==> src/rtl/read_port_buf_if.sv <==
// Bundle of read-port signals between the buffer (slave) and its
// environment (master): DUT pop side, FPGA push side and sticky error flags.
//   read_active      master->slave  per-channel pop request
//   read_valid       slave->master  per-channel head available
//   read_data        slave->master  per-channel head payload
//   read_inst_active slave->master  per-channel ready to accept an FPGA word
//   read_port_valid  master->slave  per-channel FPGA word present
//   read_port_data   master->slave  per-channel {payload, sequence}
//   err_clr          master->slave  clear all sticky flags
//   sync_err/ovf_err slave->master  sticky sequence / overflow flags
interface read_port_buf_if #(
  parameter int unsigned NUM_CH = 2,
  parameter int unsigned DATA_W = 64,
  parameter int unsigned SYNC_W = 32
);
  logic [NUM_CH-1:0]                 read_active;
  logic [NUM_CH-1:0]                 read_valid;
  logic [NUM_CH*DATA_W-1:0]          read_data;
  logic [NUM_CH-1:0]                 read_inst_active;
  logic [NUM_CH-1:0]                 read_port_valid;
  logic [NUM_CH*(SYNC_W+DATA_W)-1:0] read_port_data;
  logic                              err_clr;
  logic [NUM_CH-1:0]                 sync_err;
  logic [NUM_CH-1:0]                 ovf_err;

  modport master (
    output read_active, read_port_valid, read_port_data, err_clr,
    input  read_valid, read_data, read_inst_active, sync_err, ovf_err
  );

  modport slave (
    input  read_active, read_port_valid, read_port_data, err_clr,
    output read_valid, read_data, read_inst_active, sync_err, ovf_err
  );
endinterface

==> src/rtl/read_port_buf.sv <==
// Per-channel read buffer: FPGA words are pushed into a DEPTH-entry FIFO with
// the sequence field stripped and checked against an expected counter; the DUT
// pops the head payload.
//   clk  - clock, all state changes on rising edge
//   rst  - synchronous active-high reset
//   bus  - read_port_buf_if.slave (see interface for signal directions)
module read_port_buf #(
  parameter int unsigned NUM_CH = 2,
  parameter int unsigned DATA_W = 64,
  parameter int unsigned SYNC_W = 32,
  parameter int unsigned DEPTH  = 4
) (
  input  logic             clk,
  input  logic             rst,
  read_port_buf_if.slave   bus
);

  localparam int unsigned WORD_W = SYNC_W + DATA_W;
  localparam int unsigned PTR_W  = $clog2(DEPTH);
  localparam int unsigned CNT_W  = PTR_W + 1;

  logic [DATA_W-1:0] r_mem     [NUM_CH][DEPTH];
  logic [PTR_W-1:0]  r_wr_ptr  [NUM_CH];
  logic [PTR_W-1:0]  r_rd_ptr  [NUM_CH];
  logic [CNT_W-1:0]  r_cnt     [NUM_CH];
  logic [SYNC_W-1:0] r_exp_seq [NUM_CH];
  logic [NUM_CH-1:0] r_sync_err;
  logic [NUM_CH-1:0] r_ovf_err;

  logic [NUM_CH-1:0] w_full;
  logic [NUM_CH-1:0] w_empty;
  logic [NUM_CH-1:0] w_push;
  logic [NUM_CH-1:0] w_pop;
  logic [NUM_CH-1:0] w_drop;
  logic [NUM_CH-1:0] w_seq_bad;
  logic [SYNC_W-1:0] w_seq     [NUM_CH];
  logic [DATA_W-1:0] w_pay     [NUM_CH];
  logic [NUM_CH*DATA_W-1:0] w_read_data;

  // Per-channel status decode and push/pop qualification
  always_comb begin
    w_full    = '0;
    w_empty   = '0;
    w_push    = '0;
    w_pop     = '0;
    w_drop    = '0;
    w_seq_bad = '0;
    for (int c = 0; c < NUM_CH; c++) begin
      w_seq[c]     = bus.read_port_data[c*WORD_W +: SYNC_W];
      w_pay[c]     = bus.read_port_data[c*WORD_W + SYNC_W +: DATA_W];
      w_full[c]    = (r_cnt[c] == CNT_W'(DEPTH));
      w_empty[c]   = (r_cnt[c] == '0);
      w_push[c]    = bus.read_port_valid[c] & ~w_full[c];
      w_drop[c]    = bus.read_port_valid[c] & w_full[c];
      w_pop[c]     = bus.read_active[c] & ~w_empty[c];
      w_seq_bad[c] = w_push[c] & (w_seq[c] != r_exp_seq[c]);
    end
  end

  // Head payload, forced to zero when the channel has nothing to show
  always_comb begin
    w_read_data = '0;
    for (int c = 0; c < NUM_CH; c++) begin
      if (!rst && !w_empty[c]) begin
        w_read_data[c*DATA_W +: DATA_W] = r_mem[c][r_rd_ptr[c]];
      end
    end
  end

  // rst gates the status outputs directly since counts clear only on the edge
  assign bus.read_valid       = rst ? '0 : ~w_empty;
  assign bus.read_inst_active = rst ? '0 : ~w_full;
  assign bus.read_data        = w_read_data;
  assign bus.sync_err         = r_sync_err;
  assign bus.ovf_err          = r_ovf_err;

  // FIFO storage; contents need no reset since pointers/counts define validity
  always_ff @(posedge clk) begin
    for (int c = 0; c < NUM_CH; c++) begin
      if (!rst && w_push[c]) begin
        r_mem[c][r_wr_ptr[c]] <= w_pay[c];
      end
    end
  end

  // Pointers, counts, expected sequence and sticky flags
  always_ff @(posedge clk) begin
    if (rst) begin
      for (int c = 0; c < NUM_CH; c++) begin
        r_wr_ptr[c]  <= '0;
        r_rd_ptr[c]  <= '0;
        r_cnt[c]     <= '0;
        r_exp_seq[c] <= '0;
      end
      r_sync_err <= '0;
      r_ovf_err  <= '0;
    end else begin
      for (int c = 0; c < NUM_CH; c++) begin
        if (w_push[c]) begin
          r_wr_ptr[c]  <= r_wr_ptr[c] + PTR_W'(1);
          // Resynchronise to whatever arrived, even on a mismatch
          r_exp_seq[c] <= w_seq[c] + SYNC_W'(1);
        end
        if (w_pop[c]) begin
          r_rd_ptr[c] <= r_rd_ptr[c] + PTR_W'(1);
        end
        if (w_push[c] && !w_pop[c]) begin
          r_cnt[c] <= r_cnt[c] + CNT_W'(1);
        end else if (w_pop[c] && !w_push[c]) begin
          r_cnt[c] <= r_cnt[c] - CNT_W'(1);
        end
      end
      // New events take priority over a coincident clear
      r_sync_err <= w_seq_bad | (r_sync_err & ~{NUM_CH{bus.err_clr}});
      r_ovf_err  <= w_drop    | (r_ovf_err  & ~{NUM_CH{bus.err_clr}});
    end
  end

endmodule

==> src/flat_wrapper.sv <==
// flat-port wrapper written by rule: the top's interface ports become plain ports
module read_port_buf_flat 
#(
  parameter int unsigned NUM_CH = 2,
  parameter int unsigned DATA_W = 64,
  parameter int unsigned SYNC_W = 32,
  parameter int unsigned DEPTH  = 4
)
  (clk, rst, bus_read_active, bus_read_port_valid, bus_read_port_data, bus_err_clr, bus_read_valid, bus_read_data, bus_read_inst_active, bus_sync_err, bus_ovf_err);
  read_port_buf_if #(.NUM_CH(NUM_CH), .DATA_W(DATA_W), .SYNC_W(SYNC_W)) bus_i ();
  input  logic clk;
  input  logic rst;
  input wire logic [$bits(bus_i.read_active)-1:0] bus_read_active;
  input wire logic [$bits(bus_i.read_port_valid)-1:0] bus_read_port_valid;
  input wire logic [$bits(bus_i.read_port_data)-1:0] bus_read_port_data;
  input wire logic [$bits(bus_i.err_clr)-1:0] bus_err_clr;
  output wire logic [$bits(bus_i.read_valid)-1:0] bus_read_valid;
  output wire logic [$bits(bus_i.read_data)-1:0] bus_read_data;
  output wire logic [$bits(bus_i.read_inst_active)-1:0] bus_read_inst_active;
  output wire logic [$bits(bus_i.sync_err)-1:0] bus_sync_err;
  output wire logic [$bits(bus_i.ovf_err)-1:0] bus_ovf_err;
  assign bus_i.read_active = bus_read_active;
  assign bus_i.read_port_valid = bus_read_port_valid;
  assign bus_i.read_port_data = bus_read_port_data;
  assign bus_i.err_clr = bus_err_clr;
  assign bus_read_valid = bus_i.read_valid;
  assign bus_read_data = bus_i.read_data;
  assign bus_read_inst_active = bus_i.read_inst_active;
  assign bus_sync_err = bus_i.sync_err;
  assign bus_ovf_err = bus_i.ovf_err;
  read_port_buf #(.NUM_CH(NUM_CH), .DATA_W(DATA_W), .SYNC_W(SYNC_W), .DEPTH(DEPTH)) u_core (.clk(clk), .rst(rst), .bus(bus_i));
endmodule
==> config.mk <==
export PLATFORM = sky130hd
export DESIGN_NAME = read_port_buf_flat
export DESIGN_NICKNAME = d
export VERILOG_FILES = /design/src/rtl/read_port_buf_if.sv /design/src/rtl/read_port_buf.sv /design/src/flat_wrapper.sv
export SDC_FILE = /design/constraint.sdc
export NUM_CORES = 1
export LEC_CHECK = 0
export ABC_AREA = 1
export CORE_UTILIZATION = 35
export DETAILED_ROUTE_END_ITERATION = 10
export SLEW_MARGIN = 20
export SYNTH_ARGS = -nofsm -noshare
export SYNTH_HDL_FRONTEND = slang
export SYNTH_SLANG_ARGS = --single-unit
==> constraint.sdc <==
create_clock -name clk -period 4.3 [get_ports clk]
set_input_delay 0.43 -clock clk [delete_from_list [all_inputs] [get_ports clk]]
set_output_delay 0.43 -clock clk [all_outputs]
set_load 0.005 [all_outputs]
# [Word level (Yosys, flattened, before mapping)]
# Memory sizes are Yosys's and may differ from the RTL's.
# Index checks and enable logic that the tools add are counted.
[word_totals] regBits=4 ramBits=590 n_memories=5
[memory_table] memory="u_core.r_mem" depth=2 word_bits=256 rd=2 rd_ports_with_merged_regs=0 wr=2 line="read_port_buf.sv:22" text="logic [DATA_W-1:0] r_mem [NUM_CH][DEPTH];"
[memory_table] memory="u_core.r_exp_seq" depth=2 word_bits=32 rd=2 rd_ports_with_merged_regs=0 wr=2 line="read_port_buf.sv:26" text="logic [SYNC_W-1:0] r_exp_seq [NUM_CH];"
[memory_table] memory="u_core.r_cnt" depth=2 word_bits=3 rd=2 rd_ports_with_merged_regs=0 wr=2 line="read_port_buf.sv:25" text="logic [CNT_W-1:0] r_cnt [NUM_CH];"
[memory_table] memory="u_core.r_rd_ptr" depth=2 word_bits=2 rd=2 rd_ports_with_merged_regs=0 wr=2 line="read_port_buf.sv:24" text="logic [PTR_W-1:0] r_rd_ptr [NUM_CH];"
[memory_table] memory="u_core.r_wr_ptr" depth=2 word_bits=2 rd=2 rd_ports_with_merged_regs=0 wr=2 line="read_port_buf.sv:23" text="logic [PTR_W-1:0] r_wr_ptr [NUM_CH];"
[classes] add_sub_neg=10 n_lt_le_gt_ge=6 eq_ne=4 mux=56 n_bitwise=33 n_reduce_logical=19
[ops] operator="two-way mux 256 bit" n=2
[ops] operator="two-way mux 64 bit" n=8
[ops] operator="binary-select mux 64 bit (select 2 bit)" n=2
[ops] operator="demux 64 bit (select 2 bit)" n=2
[ops] operator="adder 32 x 1 -> 32 bit (second input constant)" n=2
[ops] operator="two-way mux 32 bit" n=2
[ops] operator="!= test 32 bit" n=2
[ops] operator="two-way mux 1 bit" n=30
[ops] operator=">= comparator 3 bit (second input constant)" n=4
[ops] operator="two-way mux 2 bit" n=6
[ops] operator="two-way mux 3 bit" n=4
[ops] operator="NOT 2 -> 3 bit" n=4
[ops] operator="logical AND 1 bit" n=10
[ops] operator="OR 1 bit" n=10
[ops] operator="adder 2 x 1 -> 2 bit (second input constant)" n=4
[ops] operator="AND 1 bit" n=8
[ops] operator="zero test 1 bit" n=7
[ops] operator="adder 3 x 1 -> 3 bit (second input constant)" n=2
[ops] operator="== test 3 bit (second input constant)" n=2
[ops] operator="zero test 3 bit" n=2
[ops] operator="less-than comparator 3 x 1 -> 1 bit (second input constant)" n=2
[ops] operator="NOT 2 bit" n=3
[ops] operator="subtractor 3 x 1 -> 3 bit (second input constant)" n=2
[ops] operator="AND 2 bit" n=2
[ops] operator="other kinds (2)" n=6

# [Depth between registers and ports, before layout]
[depth] word_depth=10 mapped_depth=11 ltp_nobuf=11

# [Least setup slack after synthesis]
# Ideal clock, no wire load.
[synth_path] path_type="register to register" start="memory u_core.r_cnt[1][0] in the netlist's numbering" end="memory u_core.r_mem[0][256] in the netlist's numbering, enable pin" setup_time_ps=486 arrival_ps=3644 required_time_ps=3814 slack_ps=170 path_stages_with_launch=8 n_path_buf=0 synth_period_minus_slack_ps=4130 path_cell_list="edfxtp_1 > inv_1 > ha_1 > nand2_1 > nand2_2 > nor2_2 > inv_2 > nor2_1"
[synth_rtl] item="start: declaration" line="read_port_buf.sv:25"
[synth_rtl] item="end: declaration" line="read_port_buf.sv:22"

==> run_results.csv <==
group,metric,value,unit
yosys,ys_ff_latch,594,
grt,grt_pass1_wl,103,mm
power,power_leakage,11.2,nW
drt,vias_per_cell,4.88,
cts,cts_max_path_buffers,3,
worst_setup_path,crit_type,"flop to output port",
die,initial_utilization,0.353,
worst_setup_path,crit_required,3870,ps
worst_setup_path,path_cells,"buf_4, buf_4, nor2_1, nor2_1, o21ai_0, a21oi_1, clkdlybuf4s50_1",
grt,antenna_found_initial,17,
worst_setup_path,r2r_cells,10,
yosys,synth-async-reset-ratio,0,
power,powerDensity,483,mW/mm^2
worst_setup_path,crit_path_start,"u_core.r_rd_ptr[0][2]",
cts,post_cts_buffers,0,
finish,nets,2885,
sta,finalHoldViolCount,0,
yosys,ys_top_cells_by_area,"edfxtp_1 69%, nor2_1 9.3%, o21ai_0 5.3%",
yosys,synth.top_cell.area_share,0.687,
place,post_dp_cell_area,0.0302,sq mm
yosys,ys_top_cells_by_count,"640 x nor2_1, 590 x edfxtp_1, 273 x o21ai_0, 265 x nand2_1, 168 x a21oi_1",
worst_setup_path,path_max_fanout,80,
yosys,synth_cell_types,36,
die,num_io_pins,335,
drt,routedWlPerCell,18.6,microns
die,rows,99,
worst_setup_path,path_depth,7,
place,dp_hpwl,41.7,mm
die,core,0.0730,sq mm
cts,cts_tree,"done",
sta,fin_crit,3960,ps
cts,hold_buffers,0,
drt,drtIter0Drc,1154,
yosys,ys.flop_type,"edfxtp_1",
place,port-buffer-count,334,
yosys,synth-edff-count,590,
cts,cts.repair.resized,0,
die,die_h,273,microns
cts,clk_pin_slew,60,ps
cts,clkLatencyLatePin,610,ps
worst_setup_path,crit_family,"buffers and inverters",
yosys,avgSynthCellArea,11.0,sq um
yosys,yosysSeqAreaShare,0.691,
place,place_congestion,0.862,
cts,numCtsBuffers,68,
run_status,status,"finished clean",
worst_hold_path,hold_depth,1,
die,die_w,273,microns
sta,skew,30.3,ps
worst_setup_path,cp.arrival,3530,ps
cts,numClockSinks,594,
run,max-cap-violations,0,
drt,dr.pass1.iters,5,
grt,grt_remaining_overflow,0,
finish,areaGrowthSynthToFinish,25.3,%
finish,postLayoutCellArea,0.0323,sq mm
worst_hold_path,hold_class,"primary input to flop",
sta,setup_violations,0,
drt,drc,0,
sta,slew_headroom,0.365,
grt,grt_use_total,0.181,
yosys,yosysTopAreaCell,"edfxtp_1",
yosys,synth.most_common_cell,"nor2_1",
worst_setup_path,end_kind,"output port",
yosys,syn-num-nets,2564,
yosys,synthCells,2351,
sta,finalCritPeriodShare,0.921,
grt,grt_max_degree,131,
power,vdd_drop_max,0.332,mV
sta,worstMarginPinSlew,953,ps
drt,ant_nets,0,
sta,rsz0062_at_grt,"no",
worst_setup_path,cpMaxStageDelayCell,"buf_4",
worst_setup_path,slowest_delay,760,ps
worst_setup_path,r2r_start,"u_core.r_cnt[1][0]",
sta,slew_violations,0,
sta,max_freq,252,MHz
cts,cts_root_buffer,"clkbuf_16",
grt,first_global_vias,18109,
die,die_area,0.0747,sq mm
yosys,yosysWarnings,0,
yosys,netlist_area,0.0258,sq mm
worst_setup_path,start_kind,"flop",
drt,dr_total_vias,17954,
worst_hold_path,hold_path_startpoint,"bus_read_port_data[55]",
worst_setup_path,crit_buf_inv,3,
finish,drive_gt1_frac,0.0604,
sta,finalSetupTns,0,ps
cts,h-tree-depth,3,
drt,wirelength,68.3,mm
-- worst register-to-register path, stage by stage (launching register included) --
cell      delay [ps]
edfxtp_1         420
inv_1            110
ha_1             180
nand2_1           80
nand2_2          120
nor2_2            80
inv_2            200
nand2_2          340
inv_2            500
buf_4            330
a21oi_1           70
-- kinds of logic (layout without fill, tap and decap cells) --
group,Yosys count,count (layout),share of synthesized area
compound gates,446,446,0.0872
xor+xnor,62,62,0.0211
fa+ha+maj,14,14,0.00709
buf+inv,233,598,0.0375
flops,594,594,0.691
other cells,0,6,0
simple gates,1002,1002,0.156
-- cell usage in the layout (no fill, tap or decap), drive strengths merged --
master	count
a21oi	169
a31oi	2
a32o	2
and3	1
buf	25
bufinv	3
clkbuf	83
clkdlybuf4s50	334
clkinv	25
clkinvlp	4
dfxtp	4
diode	6
edfxtp	590
fa	1
ha	13
inv	124
nand2	272
nand3	33
nand3b	9
nand4	6
nor2	652
nor3	22
nor3b	4
nor4	1
o21ai	273
or2	2
xnor2	49
xor2	13
-- flip-flops by register name, summed over array words and instances (netlist names) --
register             count
u_core.r_mem           512
u_core.r_exp_seq        64
u_core.r_cnt             6
u_core.r_rd_ptr          4
u_core.r_wr_ptr          4
u_core.bus.ovf_err       2
u_core.bus.sync_err      2
-- stage by stage --
step	hold WS [ps]	cells	setup WS, ps	power, mW	util
global placement	448	3561	896	10.2	0.414
finish	454	3681	339	15.6	0.443
floorplan	446	2351	170	8.79	-
global route	435	3681	86.6	16.4	0.443
detailed placement	452	3561	821	10.3	0.414
CTS	410	3675	333	15.8	0.443
-- worst paths after layout --
path              slack, ps                 endpoint
hold / removal          450     u_core.r_mem[0][215]
setup reg to reg       1590  u_core.r_exp_seq[0][14]
setup / recovery        340        bus_read_data[73]
hold reg to reg         460   u_core.bus.sync_err[0]
-- layer usage --
layer	vias up	wire [microns]	GRT usage
li1	8701	-	-
met1	8619	29800	0.236
met2	486	32100	0.293
met3	126	4560	0.0445
met4	22	1680	0.0657
met5	-	140	0
-- layout make-up --
cell class / instances / area (sq um)
fillers: 6673 / 40700
flip-flops and latches: 594 / 17800
multi-input cells: 1524 / 7080
repair buffers: 359 / 3660
clock buffers: 83 / 1780
well taps: 959 / 1200
inverters: 125 / 472
clock inverters: 31 / 300
diodes: 6 / 15.0
-- where the power goes --
group | switching (mW) | internal (mW) | total (mW)
Sequential | 0.121 | 6.82 | 6.94
Combinational | 1.93 | 1.28 | 3.22
Clock | 2.30 | 3.13 | 5.43
No activity file was read; power rests on OpenSTA's default activity.
